`config.mk`:
```
export PLATFORM = sky130hd
export DESIGN_NAME = wave_capture_ctrl
export DESIGN_NICKNAME = d
export VERILOG_FILES = /design/src/rtl/wave_capture_ctrl.sv
export SDC_FILE = /design/constraint.sdc
export NUM_CORES = 1
export LEC_CHECK = 0
export ABC_AREA = 0
export ABC_CLOCK_PERIOD_IN_PS = 2000
export CAP_MARGIN = 20
export CORE_MARGIN = 5
export CORE_UTILIZATION = 30
export DETAILED_ROUTE_END_ITERATION = 10
export HOLD_SLACK_MARGIN = 0.08
export PLACE_DENSITY = 0.55
export SETUP_SLACK_MARGIN = 0.05
export SLEW_MARGIN = 40
export SYNTH_ARGS = -nofsm -noshare
export SYNTH_HDL_FRONTEND = slang
export SYNTH_SLANG_ARGS = --single-unit
```
`constraint.sdc`:
```
create_clock -name clk -period 2 [get_ports clk]
set_input_delay 0.4 -clock clk [delete_from_list [all_inputs] [get_ports clk]]
set_output_delay 0.4 -clock clk [all_outputs]
set_load 0.05 [all_outputs]
```
`src/rtl/wave_capture_ctrl.sv`:
```
// Captures a zero-crossing-aligned window of samples into the back bank of the wave RAM
// and swaps banks on the next frame boundary so the display only ever reads complete windows.
module wave_capture_ctrl #(
    parameter int SAMPLES = 256,
    parameter int ADDR_W  = 8,
    parameter int TIMEOUT = 1024
) (
    input  logic              clk,
    input  logic              reset,
    input  logic              new_sample,
    input  logic [15:0]       sample,
    input  logic              vsync,
    output logic              wr_en,
    output logic [ADDR_W:0]   wr_addr,
    output logic [7:0]        wr_data,
    output logic              read_bank,
    output logic              capturing
);

    localparam int                TMO_W    = (TIMEOUT > 1) ? $clog2(TIMEOUT) : 1;
    localparam logic [TMO_W-1:0]  TMO_LAST = TMO_W'(TIMEOUT - 1);
    localparam logic [ADDR_W-1:0] IDX_LAST = ADDR_W'(SAMPLES - 1);

    typedef enum logic [1:0] {
        ST_ARMED   = 2'd0,
        ST_CAPTURE = 2'd1,
        ST_DONE    = 2'd2
    } state_t;

    state_t            state_q,     state_d;
    logic [ADDR_W-1:0] idx_q,       idx_d;
    logic [TMO_W-1:0]  tmo_q,       tmo_d;
    logic              prev_msb_q,  prev_msb_d;
    logic              vsync_s_q,   vsync_s_d;
    logic              vsync_d_q,   vsync_d_d;
    logic              read_bank_q, read_bank_d;
    logic              wr_en_q,     wr_en_d;
    logic [ADDR_W:0]   wr_addr_q,   wr_addr_d;
    logic [7:0]        wr_data_q,   wr_data_d;
    logic              capturing_q, capturing_d;

    logic rise;
    logic crossing;
    logic tmo_hit;
    logic do_write;
    logic [ADDR_W-1:0] write_idx;

    // Only the top byte of the sample reaches the RAM.
    logic unused_sample_lo;
    assign unused_sample_lo = ^sample[7:0];

    // vsync is registered once before edge detection, so the swap lands two cycles after vsync rises.
    assign rise     = vsync_s_q & ~vsync_d_q;
    assign crossing = prev_msb_q & ~sample[15];
    assign tmo_hit  = (tmo_q == TMO_LAST);

    always_comb begin
        state_d     = state_q;
        idx_d       = idx_q;
        tmo_d       = tmo_q;
        read_bank_d = read_bank_q;
        vsync_s_d   = vsync;
        vsync_d_d   = vsync_s_q;
        prev_msb_d  = new_sample ? sample[15] : prev_msb_q;
        do_write    = 1'b0;
        write_idx   = idx_q;

        case (state_q)
            ST_ARMED: begin
                if (new_sample) begin
                    if (crossing || tmo_hit) begin
                        do_write  = 1'b1;
                        write_idx = '0;
                        idx_d     = ADDR_W'(1);
                        tmo_d     = '0;
                        state_d   = ST_CAPTURE;
                    end else if (!tmo_hit) begin
                        tmo_d = tmo_q + TMO_W'(1);
                    end
                end
            end
            ST_CAPTURE: begin
                // A frame boundary here is dropped on purpose: the window is not complete yet.
                if (new_sample) begin
                    do_write = 1'b1;
                    if (idx_q == IDX_LAST) begin
                        idx_d   = '0;
                        state_d = ST_DONE;
                    end else begin
                        idx_d = idx_q + ADDR_W'(1);
                    end
                end
            end
            ST_DONE: begin
                if (rise) begin
                    read_bank_d = ~read_bank_q;
                    tmo_d       = '0;
                    state_d     = ST_ARMED;
                end
            end
            default: begin
                state_d = ST_ARMED;
            end
        endcase

        wr_en_d   = do_write;
        wr_addr_d = do_write ? {~read_bank_q, write_idx} : wr_addr_q;
        wr_data_d = do_write ? {~sample[15], sample[14:8]} : wr_data_q;
        capturing_d = (state_d == ST_CAPTURE);
    end

    always_ff @(posedge clk) begin
        if (reset) begin
            state_q     <= ST_ARMED;
            idx_q       <= '0;
            tmo_q       <= '0;
            prev_msb_q  <= 1'b0;
            vsync_s_q   <= 1'b0;
            vsync_d_q   <= 1'b0;
            read_bank_q <= 1'b0;
            wr_en_q     <= 1'b0;
            wr_addr_q   <= '0;
            wr_data_q   <= '0;
            capturing_q <= 1'b0;
        end else begin
            state_q     <= state_d;
            idx_q       <= idx_d;
            tmo_q       <= tmo_d;
            prev_msb_q  <= prev_msb_d;
            vsync_s_q   <= vsync_s_d;
            vsync_d_q   <= vsync_d_d;
            read_bank_q <= read_bank_d;
            wr_en_q     <= wr_en_d;
            wr_addr_q   <= wr_addr_d;
            wr_data_q   <= wr_data_d;
            capturing_q <= capturing_d;
        end
    end

    assign wr_en     = wr_en_q;
    assign wr_addr   = wr_addr_q;
    assign wr_data   = wr_data_q;
    assign read_bank = read_bank_q;
    assign capturing = capturing_q;

endmodule

```
# [Word-level counts from Yosys, hierarchy flattened]
# Index checks and enable logic that the tools add are counted.
[op_classes] n_addsub=2 n_eq_ne=10 muxes=23 n_bitwise=5 n_reduce_logical=7
[ops] op="$mux W8" n=7
[ops] op="$mux W10" n=4
[ops] op="$pmux W10 S2" n=1
[ops] op="$pmux W8 S2" n=1
[ops] op="$add A10 B1 Y10 const B" n=1
[ops] op="$eq A10 B10 Y1 const B" n=1
[ops] op="$mux W2" n=5
[ops] op="$add A8 B1 Y8 const B" n=1
[ops] op="$eq A8 B8 Y1 const B" n=1
[ops] op="$ne A2 B2 Y1 const B" n=4
[ops] op="$reduce_and A4 Y1" n=2
[ops] op="$pmux W2 S3" n=1
[ops] op="$eq A2 B1 Y1 const B" n=2
[ops] op="$reduce_bool A2 Y1" n=2
[ops] op="$mux W1" n=3
[ops] op="$ne A3 B3 Y1 const B" n=1
[ops] op="$not A1 Y1" n=3
[ops] op="$and A1 B1 Y1" n=2
[ops] op="$eq A2 B2 Y1 const B" n=1
[ops] op="$logic_not A2 Y1" n=1
[ops] op="$pmux W1 S2" n=1
[ops] op="$reduce_and A2 Y1" n=1
[ops] op="$logic_or A1 B1 Y1" n=1
[word_totals] ff_bits=43 out_inout_bits=20

# [Longest topological paths before layout]
[depth] word_depth=7 depth_mapped=7

# [Least setup slack after synthesis]
# OpenSTA, ideal clock, no wires.
[synth_timing] kind="flip-flop to flip-flop" startpoint="reg tmo_q[0]" endpoint="reg wr_addr_q[3] (netlist: wr_addr[3])" setup_ns=0.070 arrival_time_ns=1.689 path_slack_ns=0.240 path_stages_with_launch=8 n_path_buf=2 path_cell_list="dfxtp_1 ha_1 and2_1 clkbuf_1 a311oi_2 clkbuf_1 o21ai_0 a21oi_1"
[synth_between] elab_chain_cells=5 word_cells_on_any_way=8 cone_classes="eq/ne (1); mux (6); reduce/logical (1)"
[synth_rtl] element="start: declaration" line_no="32" rtl="logic [TMO_W-1:0] tmo_q, tmo_d;"
[synth_rtl] element="start signal: assignment" line_no="128" rtl="tmo_q <= tmo_d;"
[synth_rtl] element="$eq A10 B10 Y1 *" line_no="55" rtl="assign tmo_hit = (tmo_q == TMO_LAST);"
[synth_rtl] element="$logic_or A1 B1 Y1 *" line_no="71" rtl="if (crossing || tmo_hit) begin"
[synth_rtl] element="$mux W1 or $mux W8 (tied branches)" line_no="71"
[synth_rtl] element="$mux W1 or $mux W8 (tied branches)" line_no="70" rtl="if (new_sample) begin"
[synth_rtl] element="$pmux W1 S2 or $mux W8 (tied branches)" line_no="68" rtl="case (state_q)"
[synth_rtl] element="end signal: assignment" line_no="134" rtl="wr_addr_q <= wr_addr_d;"
[synth_rtl] element="end: declaration" line_no="38" rtl="logic [ADDR_W:0] wr_addr_q, wr_addr_d;"
# Mark *: on every way between the ends. The rest lies on a longest branch, timed or not.
# A chain may end at the register's enable or synchronous reset.

# [Final worst setup path]
[layout_timing] startpoint="reg wr_data_q[5] (netlist: wr_data[5])" endpoint="out wr_data[5]"
[layout_rtl] element="start: declaration" line_no="39" rtl="logic [7:0] wr_data_q, wr_data_d;"
[layout_rtl] element="start signal: assignment" line_no="135" rtl="wr_data_q <= wr_data_d;"
[layout_rtl] element="end: declaration" line_no="15" rtl="output logic [7:0] wr_data,"
# No word-level cell between the ends.

==> key figures <==
Outcome
  • Status: finished clean

Drt
  • Remaining antenna violation count after routing: 0
  • Starting DRC count in detailed routing: approximately 120
  • Vias: between 1,500 and 2,000
  • DRC: 0
  • Routed vias/inst: between 5 and 6
  • Pre-Repair DR Iteration Count: 4
  • Wire per inst: between 10 and 15 µm
  • DRT Wirelength: slightly below 5000 µm

Setup path
  • Crit-path max FO: 2
  • Critical-path top delay cell: clkdlybuf4s50_1
  • R2R setup slack: roughly 0.28 ns
  • Worst EP arrival: around 1.5 ns
  • Crit-path max cell delay: 0.81 ns
  • CP Capture Type: primary output
  • Critical path type: register to primary output
  • Startpoint Class: register
  • Crit path cell chain: clkdlybuf4s50_1
  • CP top delay family: buffers and inverters
  • Bufs and invs on worst path: 1
  • Worst EP required: between 1.5 and 2 ns

GRT
  • GRT busiest layer: met2
  • Total GRT Usage: 12.3%
  • M1 GR Usage: about 17%
  • Vias in the first global route: about 1,800
  • First-pass GRT wire length: about 8500 µm
  • Global route overflow: 0
  • Met2 Usage GRT: 18.1%
  • Largest net degree at the start of global routing: 19
  • Initial antenna violation count: 0
  • Grt met3 use: 3.42%

Clock network
  • H-tree levels: 2
  • # hold bufs at CTS: 0
  • CTS tree: done
  • CTS clk-pin slew, worst paths: approximately 0.090 ns
  • Post_cts resized: 0
  • Clk Latency, worst-skew pair: roughly 0.30 ns
  • CTS sink cnt: 43
  • Clock Tree Buf Depth: 2
  • Num CTS Buffers: 5
  • CTS Root Cell: clkbuf_8
  • Setup Fix Bufs, Post-CTS: 0

Die
  • # IOs: 40
  • Die Wd: 90.4 µm
  • Initial core utilization: 30.7%
  • Die height: between 90 and 100 µm
  • Core area: approximately 6300 µm²
  • Row cnt: 29
  • Die area: about 8200 µm²

Synth
  • Mapped Area: between 1500 and 2000 µm²
  • Post-synthesis cell type count: 45
  • Async SR Flop Fraction: 0%
  • Top-count cell post-synth: dfxtp_1
  • Synth top area cells: dfxtp_1, a21oi_1, o21ai_0
  • Post-Syn Instances: 224
  • Syn_nets: ~250
  • Synthesized area per cell: ~8.7 µm²
  • Number of synthesized register bits: 43
  • Primary FF master, synth: dfxtp_1
  • Register area share after synthesis: between 40% and 50%
  • Area leader, netlist: dfxtp_1
  • Post-synth top area share: between 40% and 50%
  • EDFF count, synth: 0
  • Yosys Warn Count: 0
  • Top cells by count, synth: dfxtp_1, a21oi_1, o21ai_0

Pwr
  • Leakage power: 0.929 nW
  • Power per cell area: between 600 and 700 nW/µm²
  • Worst vdd ir: between 300 and 400 µV

STA
  • Period utilization: around 93%
  • RSZ-0062 raised after global routing: false
  • Worst slew margin: 65.0%
  • Final Hold Fails: 0
  • Clk_skew: slightly below 0.01 ns
  • FMAX: around 540 MHz
  • Fin worst setup slack: 0.144 ns
  • Final setup viols: 0
  • Measured slew at the worst slew-check pin: 0.524 ns
  • Final Max Tran Viols: 0
  • Min cycle time layout: between 1.5 and 2 ns

Place
  • RePlAce Congestion: roughly 0.8
  • Detailed Place HPWL: approximately 3400 µm
  • Port bufs: 31
  • Place WS: -0.0920 ns
  • Post-Place Cells: ~340

Finish
  • Core Util, Final: about two fifths
  • Filler instances: 666
  • Layout cells sized above 1: 14.2%
  • Area Growth Syn to Fin: 32.5%
  • # nets final: approximately 290
  • Ant. Diodes: 0
  • Fin cells: 345

Run
  • Max-cap violations: 0

Worst hold path
  • Min-delay worst type: register to register
-- final timing paths --
path | startpoint | endpoint | cells after the start
max | wr_data[5] | wr_data[5] | 1
min | vsync_d_d | vsync_d_q | 2
max reg2reg | state_q[0] | tmo_q[9] | 4
min reg2reg | vsync_d_d | vsync_d_q | 2
-- worst reg2reg max path: stages, from the launching register on --
cell and delay [ns]:
dfxtp_1 0.40, and4bb_1 0.37, o211ai_1 0.14, or4_1 0.50, a211oi_2 0.22
-- cell families after synthesis --
| family | share of synthesized area (%) |
|---|---|
| AO/OA/AOI/OAI | 24.3 |
| XOR/XNOR | 4.06 |
| adder cells (fa/ha/maj) | 1.29 |
| buffers and inverters | 4.97 |
| flip-flops | 44.4 |
| multiplexers | 1.03 |
| AND/OR/NAND/NOR | 19.9 |
-- metal layers --
layer / vias up / routed length (µm)
met1: 805 / 2500
li1: 911 / -
met4: 0 / 73
met5: - / 0
met3: 6 / 247
met2: 33 / 2010
-- cells in the final DEF (no fill, tap or decap), types with 2 or more instances in the layout --
| master | Yosys | routed |
|---|---|---|
| a21oi_1 | 24 | 24 |
| or4_1 | 2 | 2 |
| nand2b_1 | 2 | 2 |
| nand2_1 | 8 | 8 |
| xor2_1 | 8 | 8 |
| o2111ai_1 | 3 | 3 |
| o31a_1 | 2 | 2 |
| nor2_1 | 11 | 11 |
| ha_1 | 2 | 2 |
| o31ai_1 | 4 | 4 |
| a211oi_1 | 4 | 4 |
| nand3_1 | 11 | 11 |
| nor2b_1 | 5 | 5 |
| and3_1 | 4 | 4 |
| clkbuf_8 | 0 | 5 |
| buf_4 | 2 | 24 |
| and2_1 | 3 | 3 |
| nand4_1 | 4 | 4 |
| a31oi_1 | 2 | 2 |
| o211ai_1 | 3 | 3 |
| and4_1 | 2 | 2 |
| clkdlybuf4s50_1 | 0 | 29 |
| dfxtp_1 | 43 | 43 |
| inv_1 | 4 | 4 |
| mux2i_1 | 2 | 2 |
| o21ai_0 | 23 | 23 |
| nor3_1 | 12 | 12 |
-- stage by stage --
step	setup TNS (ns)	total power, W	cell area [µm²]	hold slack (ns)
6_report	0	0.00179	2570	0.472
3_3_place_gp	-0.176	0.00113	2450	0.457
2_1_floorplan	0	0.00103	1940	0.420
3_5_place_dp	-0.112	0.00113	2450	0.451
5_1_grt	0	0.00188	2570	0.495
4_1_cts	0	0.00182	2570	0.475
-- registers in the layout, summed over array words and instances (netlist names), 2 cells and up --
register and flops:
idx_q 8, state_q 2, tmo_q 10, wr_addr 9
wr_data 8
-- power breakdown --
part	internal (W)	leakage (nW)	switching, W
Combinational	0.0000940	0.523	0.000124
Clock	0.000372	0.0581	0.000312
Sequential	0.000875	0.348	0.0000138
-- cell type report --
| type | instances | area [µm²] | area share [%] |
|---|---|---|---|
| multi-input cells | 158 | 982 | 38.2 |
| flip-flops and latches | 43 | 861 | 33.5 |
| repair buffers | 55 | 503 | 19.6 |
| well taps | 77 | 96.3 | 3.75 |
| clock buffers | 5 | 68.8 | 2.68 |
| clock inverters | 3 | 43.8 | 1.70 |
| inverters | 4 | 15.0 | 0.584 |
(Power assumes the default switching activity.)
